--- config.mk ---
export PLATFORM = sky130hd
export DESIGN_NAME = cache_refill_controller
export DESIGN_NICKNAME = d
export VERILOG_FILES = /design/src/rtl/cache_refill_controller.sv
export SDC_FILE = /design/constraint.sdc
export NUM_CORES = 1
export LEC_CHECK = 0
export ABC_AREA = 1
export CORE_MARGIN = 4
export CORE_UTILIZATION = 41
export DETAILED_ROUTE_END_ITERATION = 10
export PLACE_DENSITY = 0.83
export SYNTH_ARGS = -nofsm -noshare
export SYNTH_HDL_FRONTEND = slang
export SYNTH_SLANG_ARGS = --single-unit
--- constraint.sdc ---
create_clock -name clk -period 1.5 [get_ports clk]
set_input_delay 0.3 -clock clk [delete_from_list [all_inputs] [get_ports clk]]
set_output_delay 0.3 -clock clk [all_outputs]
set_load 0.02 [all_outputs]
--- src/rtl/cache_refill_controller.sv ---
// Request sequencer in front of a direct-mapped cache: issues core requests,
// refills missing lines block by block from backing memory, then replays.
module cache_refill_controller #(
    parameter int BLOCK_SIZE             = 4,
    parameter int NUM_OF_BLOCKS_PER_LINE = 2,
    parameter int ADDRESS_SIZE           = 16
) (
    input  logic                                     clk,
    input  logic                                     rst_n,

    input  logic                                     cpu_read,
    input  logic                                     cpu_write,
    input  logic [ADDRESS_SIZE-1:0]                  cpu_address,
    input  logic [BLOCK_SIZE-1:0]                    cpu_data_i,
    output logic [BLOCK_SIZE-1:0]                    cpu_data_o,
    output logic                                     cpu_ready,
    output logic                                     cpu_error,
    output logic                                     busy,

    output logic                                     cache_read,
    output logic                                     cache_write,
    output logic                                     cache_write_line,
    output logic [ADDRESS_SIZE-1:0]                  cache_address,
    output logic [BLOCK_SIZE-1:0]                    cache_data_i,
    output logic [NUM_OF_BLOCKS_PER_LINE*BLOCK_SIZE-1:0] cache_line_i,
    input  logic [BLOCK_SIZE-1:0]                    cache_data_o,
    input  logic                                     cache_hit,
    input  logic                                     cache_miss,

    output logic                                     mem_req_valid,
    input  logic                                     mem_req_ready,
    output logic [ADDRESS_SIZE-1:0]                  mem_req_address,
    input  logic                                     mem_rsp_valid,
    input  logic [BLOCK_SIZE-1:0]                    mem_rsp_data
);

    localparam int OFFSET_LEN = $clog2(NUM_OF_BLOCKS_PER_LINE);
    localparam int LINE_W     = NUM_OF_BLOCKS_PER_LINE * BLOCK_SIZE;
    localparam int BASE_W     = ADDRESS_SIZE - OFFSET_LEN;
    localparam logic [OFFSET_LEN-1:0] LAST_BLK = OFFSET_LEN'(NUM_OF_BLOCKS_PER_LINE - 1);

    localparam logic [2:0] S_IDLE      = 3'd0;
    localparam logic [2:0] S_ISSUE     = 3'd1;
    localparam logic [2:0] S_WAIT      = 3'd2;
    localparam logic [2:0] S_RESP      = 3'd3;
    localparam logic [2:0] S_FETCH_REQ = 3'd4;
    localparam logic [2:0] S_FETCH_RSP = 3'd5;
    localparam logic [2:0] S_FILL      = 3'd6;
    localparam logic [2:0] S_DONE      = 3'd7;

    logic [2:0]              r_state;
    logic                    r_is_write;
    logic [ADDRESS_SIZE-1:0] r_addr;
    logic [BLOCK_SIZE-1:0]   r_wdata;
    logic [BLOCK_SIZE-1:0]   r_rdata;
    logic [OFFSET_LEN-1:0]   r_cnt;
    logic                    r_replay;
    logic                    r_error;
    logic [LINE_W-1:0]       r_line;

    logic [BASE_W-1:0]       w_base;
    logic                    w_issue;
    logic                    w_fill;
    logic                    w_fetch;

    assign w_base  = r_addr[ADDRESS_SIZE-1:OFFSET_LEN];
    assign w_issue = (r_state == S_ISSUE);
    assign w_fill  = (r_state == S_FILL);
    assign w_fetch = (r_state == S_FETCH_REQ);

    always_ff @(posedge clk or negedge rst_n) begin
        if (!rst_n) begin
            r_state    <= S_IDLE;
            r_is_write <= 1'b0;
            r_addr     <= '0;
            r_wdata    <= '0;
            r_rdata    <= '0;
            r_cnt      <= '0;
            r_replay   <= 1'b0;
            r_error    <= 1'b0;
            r_line     <= '0;
        end else begin
            case (r_state)
                S_IDLE: begin
                    if (cpu_read || cpu_write) begin
                        // A simultaneous read and write is treated as a read.
                        r_is_write <= ~cpu_read;
                        r_addr     <= cpu_address;
                        r_wdata    <= cpu_data_i;
                        r_error    <= 1'b0;
                        r_state    <= S_ISSUE;
                    end
                end
                S_ISSUE: r_state <= S_WAIT;
                S_WAIT:  r_state <= S_RESP;
                S_RESP: begin
                    if (cache_hit) begin
                        if (!r_is_write) begin
                            r_rdata <= cache_data_o;
                        end
                        r_error <= 1'b0;
                        r_state <= S_DONE;
                    end else if (cache_miss) begin
                        // A miss on the replay means the fill did not take; report it.
                        if (r_replay) begin
                            r_error <= 1'b1;
                            r_state <= S_DONE;
                        end else begin
                            r_cnt   <= '0;
                            r_state <= S_FETCH_REQ;
                        end
                    end
                end
                S_FETCH_REQ: begin
                    if (mem_req_ready) begin
                        r_state <= S_FETCH_RSP;
                    end
                end
                S_FETCH_RSP: begin
                    if (mem_rsp_valid) begin
                        for (int k = 0; k < NUM_OF_BLOCKS_PER_LINE; k++) begin
                            if (r_cnt == OFFSET_LEN'(k)) begin
                                r_line[k*BLOCK_SIZE +: BLOCK_SIZE] <= mem_rsp_data;
                            end
                        end
                        if (r_cnt == LAST_BLK) begin
                            r_state <= S_FILL;
                        end else begin
                            r_cnt   <= r_cnt + OFFSET_LEN'(1);
                            r_state <= S_FETCH_REQ;
                        end
                    end
                end
                S_FILL: begin
                    r_replay <= 1'b1;
                    r_state  <= S_ISSUE;
                end
                S_DONE: begin
                    r_replay <= 1'b0;
                    r_state  <= S_IDLE;
                end
                default: r_state <= S_IDLE;
            endcase
        end
    end

    // Outputs decode straight from state so reset forces them low at once.
    assign busy             = (r_state != S_IDLE);
    assign cpu_ready        = (r_state == S_DONE);
    assign cpu_error        = (r_state == S_DONE) && r_error;
    assign cpu_data_o       = r_rdata;

    assign cache_read       = w_issue && !r_is_write;
    assign cache_write      = w_issue && r_is_write;
    assign cache_write_line = w_fill;
    assign cache_address    = w_issue ? r_addr :
                              w_fill  ? {w_base, {OFFSET_LEN{1'b0}}} : '0;
    assign cache_data_i     = (w_issue && r_is_write) ? r_wdata : '0;
    assign cache_line_i     = w_fill ? r_line : '0;

    assign mem_req_valid    = w_fetch;
    assign mem_req_address  = w_fetch ? {w_base, r_cnt} : '0;

endmodule

==> reports/results.txt <==
CP delay by family, top: buffers and inverters
power per cell area: 2150 nW/µm²
total track usage: 0.195
io pins: 91
setup_tns: -11.53 ns
post-synthesis mux area share: 0
max_cap viols: 0
final setup fails: 68
detailed placement HPWL: 4.29 mm
simple-gate share of the synthesized area: 0.291
crit-path max FO: 4
clock sinks: 39
H-tree levels: 2
final std cells w/o fill: 439
CTS root buf: clkbuf_8
Layout area overhead: 84.7%
core region area: 4470 µm²
Critical-path top delay cell: dfrtp_2
Post-Synth Adder-Cell Area: 0
cell count after placement: 426
PortBufs: 90
Longest Clk Path Bufs: 2
Final period util: 1.22
DR WL/cell: 14.6 µm
peak supply drop: 0.00105 V
register area share after synthesis: 0.502
Final min period: 1.83 ns
Distinct cells, synth: 20
status: finished, violations left
most common cell after layout, fill and taps aside: buf_4
DIE WIDTH: 76.8 µm
full die area: 5900 µm²
Rows: 24
failing checks: negative setup slack
critical path class: reg -> out
Reg clk slew, reported paths: 0.08 ns
Setup WS post-layout: -0.326 ns
leakage: 1.79 nW
Final nets: 422
Req. time, crit path: 1.20 ns
Largest stage delay, worst path: 0.45 ns
Vias/cell: 4.81
CP Launch Type: flop
Finished Cell Area: 3590 µm²
Compound-Gate Fraction of Synth Area: 0.0940
Rel. slew slack: 0.672
Worst EP arrival: 1.53 ns
drc violations: 0
Routability Congestion: 0.864
largest family of logic cells by synthesized area: simple AND/OR/NAND/NOR gates
chip height: 76.8 µm
pin count of the biggest net entering global routing: 40
commonest cells after routing, fill and taps aside: buf_4 (41), inv_1 (40), nor2_1 (37), nand2_1 (37), dfrtp_1 (37)
Mapped Cells: 263
Net Count, Synth: 299
Hold/Removal Path Class: in -> async
Clk Latency, worst-skew pair: 0.29 ns
CTS Buf Count: 5
CTS tree: built
synthesized flop and latch total: 39
synthesized area: 1940 µm²
xor/xnor cell area share of the yosys netlist: 0
initial antenna violation count: 0
cell area after placement: 3280 µm²
vias in the first global route: 1999
dpl ws: -0.490 ns
slew at the pin with the worst max-slew slack: 0.492 ns
RSZ-0062 raised after global routing: true
n_diodes: 0
Worst Setup End Kind: output port
initial DRC count: 132
vias: 2112
Hold Fails Final Rpt: 0
Yosys Warn Count: 0
Max Freq: 548 MHz
Avg Inst Size Synth: 7.39 µm²
Tot Pwr: 7.70 mW
Total Wirelength: 6.43 mm
fin. max-slew vios: 0
Detailed Routing Iterations Pass 1: 4
share of layout cells above drive strength 1: 0.401
global-route wire length before repair: 9.23 mm
Detail Route Antenna Nets: 0
Final Skew: 0.00737 ns
Initial Util: 0.434
gr ovfl total: 0
Worst Path Buf+Inv: 4
R2R setup slack: -0.10 ns
crit-path cells: inv_2 > nand3_4 > buf_6 > nor2_4 > inv_4 > nor2_4 > buf_6
CTS Hold Bufs: 0
-- worst paths after layout --
path | start | endpoint | cells past startpoint
min | rst_n | r_line[3] | 2
max in group asynchronous | rst_n | r_state[0] | 2
max | r_state[2] | cache_data_i[3] | 7
max reg2reg | r_state[0] | r_line[1] | 8
min in group clk | r_error | r_error | 2
min reg2reg | r_error | r_error | 2
-- cell usage after synthesis --
master	n	area, µm²
a21o_1	1	7.51
a21oi_1	20	100
buf_2	4	20.0
buf_4	2	15.0
buf_6	1	11.3
dfrtp_1	39	976
inv_1	44	165
inv_2	2	7.51
nand2_1	41	154
nand2_2	1	6.26
nand3_1	6	30.0
nand3_2	2	20.0
nand4_1	1	6.26
nor2_1	77	289
nor2_2	2	12.5
nor2_4	3	33.8
nor3b_1	1	7.51
o21ai_0	14	70.1
o21ai_1	1	5.00
or2_2	1	6.26
-- routing by layer --
| layer | global-route usage | wire length (µm) | vias up |
|---|---|---|---|
| li1 | - | - | 1042 |
| met1 | 0.239 | 2520 | 965 |
| met2 | 0.327 | 3350 | 96 |
| met3 | 0.0621 | 490 | 9 |
| met4 | 0.0616 | 78 | 0 |
| met5 | 0 | 0 | - |
-- registers in the layout, summed over array words and instances (netlist names) --
signal and cells:
cpu_data_o 4, r_addr 16, r_cnt 1, r_error 1
r_is_write 1, r_line 8, r_replay 1, r_state 3
r_wdata 4
-- stage by stage --
stage                     utilization  hold slack, ns
final                           0.802          0.0569
after global routing            0.802          0.0964
after CTS                       0.779          0.0698
after detailed placement        0.732           0.378
after global placement          0.732           0.381
after floorplan                     -         0.00441
-- repair_timing --
item / in CTS / in global routing
resized for setup: 325 / 15
setup endpoints to repair: 72 / 88
hold endpoints to repair: 0 / 0
cloned: 1 / 1
pin swaps: 2 / 3
setup buffers: 1 / 4
-- cells by family (layout without fill, tap and decap cells) --
group | after synthesis | count (layout)
AND/OR/NAND/NOR | 135 | 135
buffers and inverters | 53 | 177
flip-flops | 39 | 39
AO/OA/AOI/OAI | 36 | 36
-- layout make-up --
class / count / area [µm²]
Clock buffer: 7 / 76.3
Clock inverter: 1 / 5.00
Fill cell: 280 / 886
Inverter: 46 / 188
Multi-Input combinational cell: 171 / 1050
Sequential cell: 39 / 978
Tap cell: 52 / 65.1
Timing Repair Buffer: 123 / 1230
-- power breakdown --
| group | total, mW | switching [mW] | internal, mW |
|---|---|---|---|
| registers | 1.79 | 0.228 | 1.56 |
| logic | 5.23 | 3.02 | 2.21 |
| clock network | 0.683 | 0.356 | 0.326 |
| total | 7.70 | 3.60 | 4.10 |
-- worst register-to-register path: stages, from the launching register on --
cell     delay (ns)
dfrtp_2        0.47
buf_4          0.20
inv_1          0.06
buf_4          0.12
nor2_1         0.15
nand2_2        0.13
nor2_4         0.18
nand2_1        0.08
o21ai_0        0.10
No activity file was read; power rests on OpenSTA's default activity.
==> variant (same flow settings) <==
Set the parameter `BLOCK_SIZE` to 2 (it was 4).
--- a/src/rtl/cache_refill_controller.sv
+++ b/src/rtl/cache_refill_controller.sv
@@ -1,7 +1,7 @@
 // Request sequencer in front of a direct-mapped cache: issues core requests,
 // refills missing lines block by block from backing memory, then replays.
 module cache_refill_controller #(
-    parameter int BLOCK_SIZE             = 4,
+    parameter int BLOCK_SIZE             = 2,
     parameter int NUM_OF_BLOCKS_PER_LINE = 2,
     parameter int ADDRESS_SIZE           = 16
 ) (
Interface: changed (6 resized); port bits go from 91 to 77. No check against the original RTL was run, so the function may have changed too.
==> variant against the original RTL <==
The run still ends with negative setup slack left. Sequential cell count decreased by 8. Design area shrank 4.1%. Wire length is 8.1% higher. Worst setup slack improved by 11 ps. Combinational power grew 9.9%. Total power grew 2.1%. Synthesized area fell by 14%. Via count down 3.6%. Critical path type unchanged.
==> variant: results (changes against the original RTL) <==
| Metric | Value |
|---|---|
| Starting DRT DRC Count | 119 (was 132) |
| Buffers on Ports | 76 (was 90) |
| Post-Route WL | 6.950 mm (was 6.431 mm) |
| First-pass GRT wire length | 8.928 mm (was 9.232 mm) |
| Ratio of cells with drive above 1 in the final layout | 0.5043 (was 0.4005) |
| Post-place instance area | 2798 um2 (was 3276 um2) |
| CTS clock-pin slew for the worst setup and hold paths | 60 ps (was 80 ps) |
| Synthesized Nets | 262 (was 299) |
| Crit Reg-Reg Endpoint | r_addr[5]$_DFFE_PN0P_ (was r_line[1]$_DFFE_PN0P_) |
| WL met2 | 3.684 mm (was 3.346 mm) |
| DR vias/cell | 5.152 (was 4.811) |
| Compound-Gate Fraction of Synth Area | 0.08563 (was 0.09401) |
| Pleak | 1.648 nW (was 1.788 nW) |
| Post-CTS sizing | 275 (was 325) |
| Setup TNS | -13,830 ps (was -11,530 ps) |
| Reg2reg path depth | 9 (was 8) |
| CP Capture Point | cache_address[3] (was cache_data_i[3]) |
| DP Cell Count | 375 (was 426) |
| Yosys cell types | 19 (was 20) |
| Met3 wire length | 453 um (was 490 um) |
| Commonest cells post-synth | nor2_1, nand2_1, inv_1, dfrtp_1, a21oi_1 (was nor2_1, inv_1, nand2_1, dfrtp_1, a21oi_1) |
| Post-Layout Cell Count | 395 (was 439) |
| Post-Syn Instances | 232 (was 263) |
| Sw frac | 0.4701 (was 0.4678) |
| Setup violators final | 67 (was 68) |
| Wl on met1 | 2.461 mm (was 2.515 mm) |
| Failing checks | negative setup slack (unchanged) |
| Status | complete, but fails checks (unchanged) |
| Placement Setup Slack | -461.4 ps (was -490.2 ps) |
| Routing usage on met3 | 0.05956 (was 0.06206) |
| Filler cell count in the final layout | 163 (was 280) |
| All-Layer GR Usage | 0.2223 (was 0.1954) |
| Biggest regs | r_addr (16), r_line (4), r_state (3) (was r_addr (16), r_line (8)) |
| VDD IR max | 0.001517 V (was 0.001048 V) |
| Worst setup margin | -315.1 ps (was -326.2 ps) |
| CP delay by family, top | flip-flops (was buffers and inverters) |
| Met1 usage | 0.2743 (was 0.2395) |
| Largest cells by area after synthesis | dfrtp_1, nor2_1, nand2_1, inv_1, a21oi_1 (was dfrtp_1, nor2_1, inv_1, nand2_1, a21oi_1) |
| Vias in the first global route | 1,906 (was 1,999) |
## variant: cell types whose count changed after synthesis, moves of 2 or more
cell / delta
buf_6: +4
nand2_1: -2
o21ai_0: -7
buf_2: -2
dfrtp_1: -8
nor2_2: +2
a21oi_1: -3
inv_1: -10
nor2_1: -10
inv_2: +3
nor3b_1: +2
o21ai_1: +2
## variant: power by group through the flow
stage | registers (mW) | logic, mW | clock network [mW]
CTS | 1.42 | 4.62 | 0.649
floorplan | 1.40 | 2.31 | 0
detailed placement | 1.43 | 4.04 | 0
finish | 1.47 | 5.75 | 0.639
global route | 1.50 | 6.07 | 0.683
global placement | 1.41 | 3.93 | 0
## variant: final cells by class
type / instances / area, um2 / area share
clock buffers: 7 / 76.32 / 0.02219
clock inverters: 1 / 5.005 / 0.001455
inverters: 39 / 151.4 / 0.04402
multi-input cells: 154 / 1090 / 0.3168
flip-flops and latches: 31 / 778.2 / 0.2263
well taps: 50 / 62.56 / 0.01819
repair buffers: 113 / 1276 / 0.3710
